==> config.mk <==
export PLATFORM = sky130hd
export DESIGN_NAME = conv_feeder
export DESIGN_NICKNAME = d
export VERILOG_FILES = /design/src/rtl/conv_feeder_pkg.sv /design/src/rtl/row_window.sv /design/src/rtl/conv_feeder.sv
export SDC_FILE = /design/constraint.sdc
export NUM_CORES = 1
export LEC_CHECK = 0
export BUFFER_PORTS_ARGS = -buffer_cell sky130_fd_sc_hd__buf_2
export CAP_MARGIN = 25
export CORE_UTILIZATION = 30
export DETAILED_ROUTE_END_ITERATION = 16
export PLACE_DENSITY_LB_ADDON = 0.12
export SYNTH_ARGS = -nofsm -noshare
export SYNTH_HDL_FRONTEND = slang
export SYNTH_SLANG_ARGS = --single-unit
==> constraint.sdc <==
create_clock -name clk -period 2.25 [get_ports clk]
set_input_delay 0.1125 -clock clk [delete_from_list [all_inputs] [get_ports clk]]
set_output_delay 0.1125 -clock clk [all_outputs]
set_load 0.005 [all_outputs]
==> src/rtl/conv_feeder_pkg.sv <==
// Shared constants, types and helpers for the conv engine stream feeder.
package conv_feeder_pkg;

  localparam int NUM_ROWS = 7;
  localparam int WIN_COLS = 3;
  localparam int PIX_W    = 8;
  localparam int WIN_W    = WIN_COLS * PIX_W;
  localparam int PARAM_W  = 26;

  localparam logic [1:0] TAG_WEIGHT = 2'd0;
  localparam logic [1:0] TAG_BIAS   = 2'd1;

  // Header is three weight rows followed by one bias word.
  localparam logic [1:0] HDR_LAST = 2'd3;

  typedef enum logic [1:0] {
    HDR  = 2'd0,
    FILL = 2'd1,
    RUN  = 2'd2
  } state_e;

  // Tag and trim a header word: weight rows keep 24 bits, bias keeps 8.
  function automatic logic [PARAM_W-1:0] fmt_param(input logic is_bias,
                                                   input logic [23:0] d);
    if (is_bias) return {TAG_BIAS, 16'd0, d[7:0]};
    else         return {TAG_WEIGHT, d};
  endfunction

endpackage

==> src/rtl/row_window.sv <==
// One row of the sliding window: WIN_COLS-deep pixel shift register.
// Newest pixel lands in the low byte; next_o exposes the post-shift value.
module row_window #(
  parameter int PIX_W    = 8,
  parameter int WIN_COLS = 3
) (
  input  logic                      clk_i,
  input  logic                      rstn_i,
  input  logic                      shift_i,
  input  logic                      clear_i,
  input  logic [PIX_W-1:0]          pix_i,
  output logic [PIX_W*WIN_COLS-1:0] win_o,
  output logic [PIX_W*WIN_COLS-1:0] next_o
);

  logic [PIX_W*WIN_COLS-1:0] win_q;

  assign next_o = {win_q[PIX_W*(WIN_COLS-1)-1:0], pix_i};
  assign win_o  = win_q;

  // Shift on each accepted column; clear wins so a strip's end leaves it empty.
  always_ff @(posedge clk_i) begin
    if (!rstn_i)      win_q <= '0;
    else if (clear_i) win_q <= '0;
    else if (shift_i) win_q <= next_o;
  end

endmodule

==> src/rtl/conv_feeder.sv <==
// Feeds the 3x3 conv engine from the MM2S stream: parses the per-strip
// header into tagged params, then slides 7-row windows over pixel columns.
module conv_feeder
  import conv_feeder_pkg::*;
#(
  parameter int DATA_W = 64,
  parameter int CNT_W  = 16
) (
  input  logic               clk,
  input  logic               rstn,
  input  logic [DATA_W-1:0]  s_data,
  input  logic               s_valid,
  input  logic               s_last,
  output logic               s_ready,
  output logic [PARAM_W-1:0] o_param,
  output logic               o_param_valid,
  output logic [WIN_W-1:0]   pe_1,
  output logic [WIN_W-1:0]   pe_2,
  output logic [WIN_W-1:0]   pe_3,
  output logic [WIN_W-1:0]   pe_4,
  output logic [WIN_W-1:0]   pe_5,
  output logic [WIN_W-1:0]   pe_6,
  output logic [WIN_W-1:0]   pe_7,
  output logic               pe_valid,
  output logic               o_strip_done,
  output logic [CNT_W-1:0]   o_cols,
  output logic               o_err
);

  state_e                            state_q;
  logic [1:0]                        hdr_cnt_q;
  logic [CNT_W-1:0]                  col_cnt_q, col_cnt_d;
  logic                              s_ready_q;
  logic [PARAM_W-1:0]                param_q;
  logic                              param_vld_q;
  logic [NUM_ROWS-1:0][WIN_W-1:0]    pe_q;
  logic                              pe_vld_q;
  logic                              done_q;
  logic [CNT_W-1:0]                  cols_q;
  logic                              err_q;

  logic                              acc, col_acc, strip_end;
  logic [NUM_ROWS-1:0][WIN_W-1:0]    win, win_next;

  // Top byte of each stream word carries no pixels.
  logic unused_hi;
  assign unused_hi = ^s_data[DATA_W-1:NUM_ROWS*PIX_W];

  // conv cannot stall, so ready only drops for the first cycle out of reset.
  assign acc       = s_valid & s_ready_q;
  assign col_acc   = acc & (state_q != HDR);
  assign strip_end = col_acc & s_last;

  // Column counter saturates instead of wrapping on oversize strips.
  assign col_cnt_d = (&col_cnt_q) ? col_cnt_q : col_cnt_q + 1'b1;

  genvar k;
  generate
    for (k = 0; k < NUM_ROWS; k++) begin : g_row
      row_window #(.PIX_W(PIX_W), .WIN_COLS(WIN_COLS)) u_row (
        .clk_i   (clk),
        .rstn_i  (rstn),
        .shift_i (col_acc),
        .clear_i (strip_end),
        .pix_i   (s_data[k*PIX_W +: PIX_W]),
        .win_o   (win[k]),
        .next_o  (win_next[k])
      );
    end
  endgenerate

  // Strip FSM: header parsing, window fill, run; all outputs registered.
  always_ff @(posedge clk) begin
    if (!rstn) begin
      state_q     <= HDR;
      hdr_cnt_q   <= '0;
      col_cnt_q   <= '0;
      s_ready_q   <= 1'b0;
      param_q     <= '0;
      param_vld_q <= 1'b0;
      pe_q        <= '0;
      pe_vld_q    <= 1'b0;
      done_q      <= 1'b0;
      cols_q      <= '0;
      err_q       <= 1'b0;
    end else begin
      s_ready_q   <= 1'b1;
      param_vld_q <= 1'b0;
      pe_vld_q    <= 1'b0;
      done_q      <= 1'b0;
      unique case (state_q)
        HDR: begin
          if (acc) begin
            if (s_last) begin
              // Truncated header: flag it and restart header parsing.
              err_q     <= 1'b1;
              hdr_cnt_q <= '0;
            end else begin
              param_q     <= fmt_param(hdr_cnt_q == HDR_LAST, s_data[23:0]);
              param_vld_q <= 1'b1;
              if (hdr_cnt_q == HDR_LAST) begin
                hdr_cnt_q <= '0;
                state_q   <= FILL;
              end else begin
                hdr_cnt_q <= hdr_cnt_q + 2'd1;
              end
            end
          end
        end
        FILL, RUN: begin
          if (acc) begin
            if (state_q == RUN) begin
              pe_q     <= win_next;
              pe_vld_q <= 1'b1;
            end
            if (s_last) begin
              done_q    <= 1'b1;
              cols_q    <= col_cnt_d;
              col_cnt_q <= '0;
              state_q   <= HDR;
            end else begin
              col_cnt_q <= col_cnt_d;
              if (state_q == FILL && col_cnt_q == CNT_W'(1)) state_q <= RUN;
            end
          end
        end
        default: state_q <= HDR;
      endcase
    end
  end

  assign s_ready       = s_ready_q;
  assign o_param       = param_q;
  assign o_param_valid = param_vld_q;
  assign pe_valid      = pe_vld_q;
  assign o_strip_done  = done_q;
  assign o_cols        = cols_q;
  assign o_err         = err_q;
  assign pe_1          = pe_q[0];
  assign pe_2          = pe_q[1];
  assign pe_3          = pe_q[2];
  assign pe_4          = pe_q[3];
  assign pe_5          = pe_q[4];
  assign pe_6          = pe_q[5];
  assign pe_7          = pe_q[6];

endmodule

# Word level (Yosys, flattened, before mapping)
# Index checks and enable logic that the tools add are counted.
[classes]
addsub = 2
eq_ne = 9
n_mux = 16
n_bitwise = 5
reduce_logical = 15
[op_table]
columns = ["operator", "n"]
rows = [
  ["$mux 16", 2],
  ["$mux 25", 1],
  ["$reduce_and 3->1", 6],
  ["$add 16x1->16 const B", 1],
  ["$eq 16x1->1 const B", 1],
  ["$mux 2", 8],
  ["$reduce_and 16->1", 1],
  ["$ne 2x2->1 const B", 4],
  ["$reduce_and 5->1", 1],
  ["$eq 2x2->1 const B", 2],
  ["$mux 1", 4],
  ["$pmux 2 s2", 1],
  ["$reduce_and 2->1", 2],
  ["$reduce_or 2->1", 2],
  ["$and 1x1->1", 3],
  ["$ne 3x3->1 const B", 1],
  ["$add 2x1->2 const B", 1],
  ["$eq 2x1->1 const B", 1],
  ["$logic_not 2->1", 1],
  ["$not 1->1", 2],
  ["$reduce_bool 2->1", 1],
  ["$logic_and 1x1->1", 1],
]
[totals]
register_bits = 347
inputBits = 68
word_cells = 71

# Logic depth before layout (Yosys ltp)
# Gate-level depths: netlist of run 1.
[logic_depth]
word_depth = 6
depth_mapped = 9
ltp_nobuf = 7

# Modules after synthesis
# Synthesis of run 1 repeated with hierarchy kept, for this count alone.
[unflattened]
cells_unflattened = 1800
hier_area_um2 = 16355.7
[by_module_without_submodules]
columns = ["module", "instances", "cells_each", "area_each_um2", "seq_area_each_um2"]
rows = [
  ["conv_feeder", 1, 1079, 8823.5, 4684.5],
  ["row_window", 7, 103, 1076.0, 480.5],
]

# Least setup slack after synthesis of run 1
# No wires, ideal clock.
[synth_path]
kind = "reg2reg"
from = "reg state_q[0]"
to = "reg cols_q[1] (netlist: o_cols[1])"
setup_ns = 0.067
arrival_ns = 1.842
t_required_ns = 2.183
path_slack_ns = 0.342
path_stages_with_launch = 9
period_less_slack_ns = 1.908
cell_sequence = "dfxtp_1 -> inv_1 -> ha_1 -> and4b_1 -> buf_2 -> nor2_2 -> nand2_1 -> a211o_1 -> o21ai_2"
[synth_between]
elab_chain_cells = 3
elab_cells_between_ends = 4
[synth_rtl]
columns = ["item", "line_no", "source"]
rows = [
  ["from (decl)", "conv_feeder.sv:30", "state_e state_q;"],
  ["from (signal assigned)", "conv_feeder.sv:75", "state_q <= HDR;"],
  ["from (signal assigned)", "conv_feeder.sv:103", "state_q <= FILL;"],
  ["from (signal assigned)", "conv_feeder.sv:120", "state_q <= HDR;"],
  ["$eq 2x2->1 or $eq 2x1->1 (tied branches)", "conv_feeder.sv:91", "unique case (state_q)"],
  ["$reduce_or 2->1 *", "conv_feeder.sv:91", ""],
  ["$reduce_and 3->1 (no source line) *", "n/a", ""],
  ["to (signal assigned)", "conv_feeder.sv:118", "cols_q <= col_cnt_d;"],
  ["to (decl)", "conv_feeder.sv:39", "logic [CNT_W-1:0] cols_q;"],
]
# Mark *: on every way between the ends. The rest lies on a longest branch, timed or not.
# A chain may end at the register's enable or synchronous reset.

# Final worst setup path of run 1
# Same ends and word-level chain as after synthesis.

==> results.sh, run 1 <==
export IMPL_ys_seq_elements=346
export IMPL_mostFrequentLayoutCell="nand2_1"
export IMPL_first_pass_iters=5
export IMPL_ant_nets=0
export IMPL_syn_area_um2=12500
export IMPL_synth_edf_count=0
export IMPL_internal_power_mw=10.2
export IMPL_grt_pass1_wl_um=59800
export IMPL_relSlewSlack_pct=52.8
export IMPL_power_switching_mw=2.85
export IMPL_area_delta_synth_final_pct=30.3
export IMPL_start_kind="flop"
export IMPL_maxCapViolations=0
export IMPL_dr_first_iter_drc_count=546
export IMPL_initial_core_util_pct=30.5
export IMPL_p_clk_share_pct=49.8
export IMPL_ys_seq_area_share_pct=55.5
export IMPL_worstPathArrival_ps=2520
export IMPL_critPathMaxFanout=8
export IMPL_setup_viol_count_final=0
export IMPL_fp_row_count=74
export IMPL_io_buffers=273
export IMPL_cts_sinks=346
export IMPL_synth_fp_nets=1622
export IMPL_synth_ff_type="dfxtp_1"
export IMPL_insertion_delay_ps=560
export IMPL_gp_congestion=0.783
export IMPL_clockBufferDepth=3
export IMPL_pwr_share_seq_pct=47.3
export IMPL_via_per_inst=4.71
export IMPL_wl_per_cell_um=16.0
export IMPL_combPwrFrac_pct=2.9
export IMPL_power_share_switching_pct=21.9
export IMPL_hold_path_class="input port to flop"
export IMPL_num_io_pins=283
export IMPL_syn_area_per_cell_um2=8.07
export IMPL_antenna_found_initial=0
export IMPL_layout_drive_gt1_share_pct=20.4
export IMPL_coreArea_um2=40900
export IMPL_root_buffer="clkbuf_16"
export IMPL_synth_distinct_cells=57
export IMPL_n_antenna_cell=0
export IMPL_rsz0062_at_grt="no"
export IMPL_status="complete, no violations"
export IMPL_grt_use_total_pct=17.8
export IMPL_yosysWarnings=0
export IMPL_final_core_util_pct=39.7
export IMPL_grt_max_degree=113
export IMPL_async_flop_share_pct=0
export IMPL_dieHeight_um=206
export IMPL_cts_buffers=41
export IMPL_tightest_slew_ps=709
export IMPL_path_clk_slew_ps=60
export IMPL_p_leak_nw=6.30
export IMPL_period_needed_ps=2020
export IMPL_fin_tns_setup_ps=0
export IMPL_drt_total_wl_um=38400
export IMPL_cts_tree="done"
export IMPL_required_ps=2750
export IMPL_via_count=11300
export IMPL_hpwlAfterDp_um=24400
export IMPL_layout_common_cells="nand2_1, dfxtp_1, a21oi_1"
export IMPL_grt_pass1_vias=10600
export IMPL_nets=1912
export IMPL_setup_worst_path_end_class="flop"
export IMPL_pwr_density_cell_nw_per_um2=800
export IMPL_synth_cells=1547
export IMPL_finalCritPeriodShare_pct=90.0
export IMPL_critPathKind="flop to flop"
export IMPL_final_area_um2=16300
export IMPL_power_mw=13.0
export IMPL_die_area_um2=42400
export IMPL_slew_violations=0
export IMPL_cts_htree_levels=2
export IMPL_die_width_um=206
export IMPL_vdd_ir_drop_max_mv=0.515
export IMPL_place_area_um2=14400
export IMPL_skew_ps=22.7
export IMPL_hold_viol_final=0
export IMPL_fmax_mhz=494
export IMPL_drc=0
export IMPL_grt_ovfl_total=0
-- kinds of logic (layout without fill, tap and decap cells) --
kind of cell	after synthesis	count (layout)	share of synthesized area, %
flip-flops	346	346	55.5
buffers and inverters	123	440	4.85
AO/OA/AOI/OAI	382	382	16.5
other	1	1	0.0300
AND/OR/NAND/NOR	679	679	21.7
adder cells (fa/ha/maj)	7	7	0.702
multiplexers	1	1	0.0802
XOR/XNOR	8	8	0.561
-- layer usage --
metal | up-vias | track usage, % | routed length, um
li1 | 5662 | - | -
met1 | 5343 | 23.1 | 17400
met2 | 220 | 28.9 | 18100
met3 | 57 | 4.48 | 2140
met4 | 0 | 5.78 | 787
met5 | - | 0 | 0
-- cells in the mapped netlist, types with 3 or more instances --
cell type / count / area, um^2
nand2_1: 606 / 2270
dfxtp_1: 346 / 6930
a21oi_1: 311 / 1560
clkbuf_1: 81 / 304
nor2_1: 23 / 86.3
buf_2: 20 / 100
a22o_1: 18 / 158
o21ai_0: 17 / 85.1
a31oi_1: 9 / 56.3
and3_1: 7 / 43.8
ha_1: 7 / 87.6
inv_1: 7 / 26.3
nand3_1: 7 / 35.0
nand4_1: 6 / 37.5
o22ai_1: 6 / 37.5
xnor2_1: 6 / 52.6
buf_6: 4 / 45.0
o31ai_1: 4 / 30.0
clkbuf_2: 3 / 15.0
nand2b_1: 3 / 18.8
nor4_1: 3 / 18.8
o21a_1: 3 / 22.5
or2_2: 3 / 18.8
-- registers in the layout, indices dropped and copies added, names as in the netlist --
signal             count
hdr_cnt_q              2
o_param               25
o_cols                16
pe_1                  24
pe_4                  24
o_param_valid          1
col_cnt_q             16
pe_valid               1
pe_5                  24
pe_7                  24
g_row.u_row.win_o    112
s_ready                1
o_err                  1
pe_2                  24
state_q                2
pe_6                  24
o_strip_done           1
pe_3                  24
-- cell type report --
class | count | area [um^2]
multi-input cells | 1078 | 4980
fillers | 4305 | 24700
repair buffers | 363 | 2350
clock buffers | 60 | 1180
clock inverters | 10 | 126
inverters | 7 | 31.3
well taps | 532 | 666
flip-flops and latches | 346 | 6930
-- final timing paths --
kind	startpoint	endpoint	slack, ps	cells after the start
min reg2reg	o_cols[6]	o_cols[6]	450	2
max reg2reg	state_q[0]	o_cols[1]	230	7
min	s_data[20]	o_param[20]	340	3
max	state_q[0]	o_cols[1]	230	7
-- power by group through the flow --
stage	Sequential (mW)	Clock (mW)	Combinational [mW]
2_1_floorplan	6.29	0	0.120
3_3_place_gp	6.29	0	0.300
3_5_place_dp	6.29	0	0.299
4_1_cts	6.15	6.69	0.379
5_1_grt	6.15	6.94	0.406
6_report	6.16	6.48	0.374
-- metrics by stage --
step                instances  setup slack, ps  hold slack [ps]
floorplan                1547              342              140
global placement         2267              208              365
detailed placement       2267              161              371
CTS                      2396              141              298
global route             2396             62.2              316
finish                   2396              225              337
-- timing repair --
item / CTS / global route
gates resized for setup: 0 / 1
setup endpoints to repair: 0 / 5
setup buffers: 0 / 0
endpoints found under the hold margin: 142 / 0
hold buffers: 59 / 0
-- worst max-delay path, cell delays in order, from the launching register on --
cell     delay, ps
dfxtp_1        380
inv_1           80
ha_1           340
and4b_1        290
nor2_2         120
nand2_1        300
a211o_1        390
o21ai_2         60
(Power assumes the default switching activity.)
==> run 2, diff against run 1 <==
RECOVER_POWER = 25   (was default)
clock period = 2.22 ns   (was 2.25 ns; I/O delays follow)
==> results.sh, run 2 (same netlist as run 1, synthesis figures left out) <==
export IMPL_start_kind="flop"
export IMPL_io_buffers=273
export IMPL_critPathMaxFanout=67
export IMPL_finalCritPeriodShare_pct=91.2
export IMPL_antenna_found_initial=0
export IMPL_skew_ps=17.1
export IMPL_via_per_inst=4.68
export IMPL_r2r_end="pe_5[22]"
export IMPL_cts_sinks=346
export IMPL_fmax_mhz=494
export IMPL_fp_row_count=74
export IMPL_critPathMaxStageDelay_ps=390
export IMPL_nets=1910
export IMPL_hp_start="s_data[20]"
export IMPL_dr_first_iter_drc_count=574
export IMPL_gp_congestion=0.772
export IMPL_coreArea_um2=40900
export IMPL_dieHeight_um=206
export IMPL_multiInputGateArea_um2=4970
export IMPL_crit_start="state_q[0]"
export IMPL_die_width_um=206
export IMPL_drc=0
export IMPL_grt_max_degree=91
export IMPL_critPathKind="flop to flop"
export IMPL_tightest_slew_ps=732
export IMPL_register_area_um2=6930
export IMPL_root_buffer="clkbuf_16"
export IMPL_wl_per_cell_um=16.0
export IMPL_num_io_pins=283
export IMPL_rr_startpoint="state_q[0]"
export IMPL_first_pass_iters=5
export IMPL_p_leak_nw=5.87
export IMPL_via_count=11200
export IMPL_holdPathEnd="o_param[20]"
export IMPL_area_delta_synth_final_pct=29.2
export IMPL_hold_depth=3
export IMPL_largest_reg_flops=112
export IMPL_hold_path_class="input port to flop"
export IMPL_clockBufferDepth=3
export IMPL_cts_tree="done"
export IMPL_worstPathArrival_ps=2520
export IMPL_final_core_util_pct=39.4
export IMPL_layout_common_cells="nand2_1, dfxtp_1, a21oi_1"
export IMPL_initial_core_util_pct=30.5
export IMPL_r2r_slack_ps=190
export IMPL_setup_viol_count_final=0
export IMPL_grt_pass1_wl_um=59700
export IMPL_pwr_density_cell_nw_per_um2=811
export IMPL_hpwlAfterDp_um=24200
export IMPL_grt_pass1_vias=10500
export IMPL_power_mw=13.1
export IMPL_cts_buffers=40
export IMPL_grt_use_total_pct=17.8
export IMPL_status="complete, no violations"
export IMPL_holdWs_ps=333
export IMPL_finalNonFillerCells=2393
export IMPL_required_ps=2710
export IMPL_drt_total_wl_um=38300
export IMPL_maxCapViolations=0
export IMPL_hold_viol_final=0
export IMPL_ant_nets=0
export IMPL_nFillCells=4366
export IMPL_setup_worst_path_end_class="flop"
export IMPL_slew_violations=0
export IMPL_relSlewSlack_pct=51.2
export IMPL_vdd_ir_drop_max_mv=0.510
export IMPL_fin_tns_setup_ps=0
export IMPL_mostFrequentLayoutCell="nand2_1"
export IMPL_critPathSlowestCell="dfxtp_1"
export IMPL_period_needed_ps=2030
export IMPL_ff2ff_path_depth=7
export IMPL_insertion_delay_ps=560
export IMPL_cts_setup_buffers=0
export IMPL_path_clk_slew_ps=60
export IMPL_rsz0062_at_grt="no"
export IMPL_cts_htree_levels=2
export IMPL_n_antenna_cell=0
export IMPL_layout_drive_gt1_share_pct=15.0
export IMPL_path_cells="inv_1 -> ha_1 -> and3_1 -> and2_4 -> buf_16 -> nand2_1 -> a21oi_1"
export IMPL_grt_ovfl_total=0
export IMPL_die_area_um2=42400
export IMPL_placed_cells=2266
[run 2: cell count changes in the layout (fill, tap and decap cells not counted), sizes merged]
cell,delta
buf,-100
bufinv,-1
clkbuf,+100
clkinv,-3
inv,+1
[run 2: final cells by class]
type	instances	area share (%)
clock buffers	61	7.38
clock inverters	7	0.582
inverters	7	0.194
multi-input cells	1078	30.9
flip-flops and latches	346	43.0
well taps	532	4.13
repair buffers	362	13.9
[run 2: power breakdown]
| group | leakage, nW | internal (mW) | switching [mW] |
|---|---|---|---|
| Sequential | 2.79 | 6.23 | 0.0106 |
| Combinational | 2.45 | 0.157 | 0.221 |
| Clock | 0.631 | 3.82 | 2.64 |
[run 2: per-layer routing]
layer | wire length (um) | GRT usage (%) | vias up
met4 | 1010 | 6.49 | 0
met3 | 2150 | 4.45 | 55
met5 | 0 | 0 | -
met2 | 17600 | 28.2 | 229
met1 | 17500 | 23.2 | 5242
li1 | - | - | 5662
[run 2: through the flow]
step                      instance area [um^2]  setup slack, ps
final                                    16100              195
after global routing                     16100             8.42
after CTS                                16200              170
after detailed placement                 14400              167
after global placement                   14400              228
after floorplan                          12500              312
[run 2: worst max-delay path by stage]
| stage | endpoint | slack [ps] |
|---|---|---|
| 2_1_floorplan | o_cols[1] | 310 |
| 3_3_place_gp | pe_2[18] | 230 |
| 3_5_place_dp | pe_5[5] | 170 |
| 4_1_cts | pe_5[5] | 170 |
| 5_1_grt | pe_5[9] | 8 |
| 6_report | pe_5[22] | 190 |
[run 2: repair_timing]
action,4_1_cts,5_1_grt
hold buffers,59,0
endpoints found under the hold margin,142,0
endpoints found under the setup margin,0,1
gates resized for setup,0,1
[run 2: critical path: cells and delay by family (launching register included)]
family                     cells  cell delay, ps
and+or+nand+nor                3             670
buffers and inverters          2             340
DFF                            1             390
adders and majority gates      1             350
AOI/OAI and AO/OA              1             140
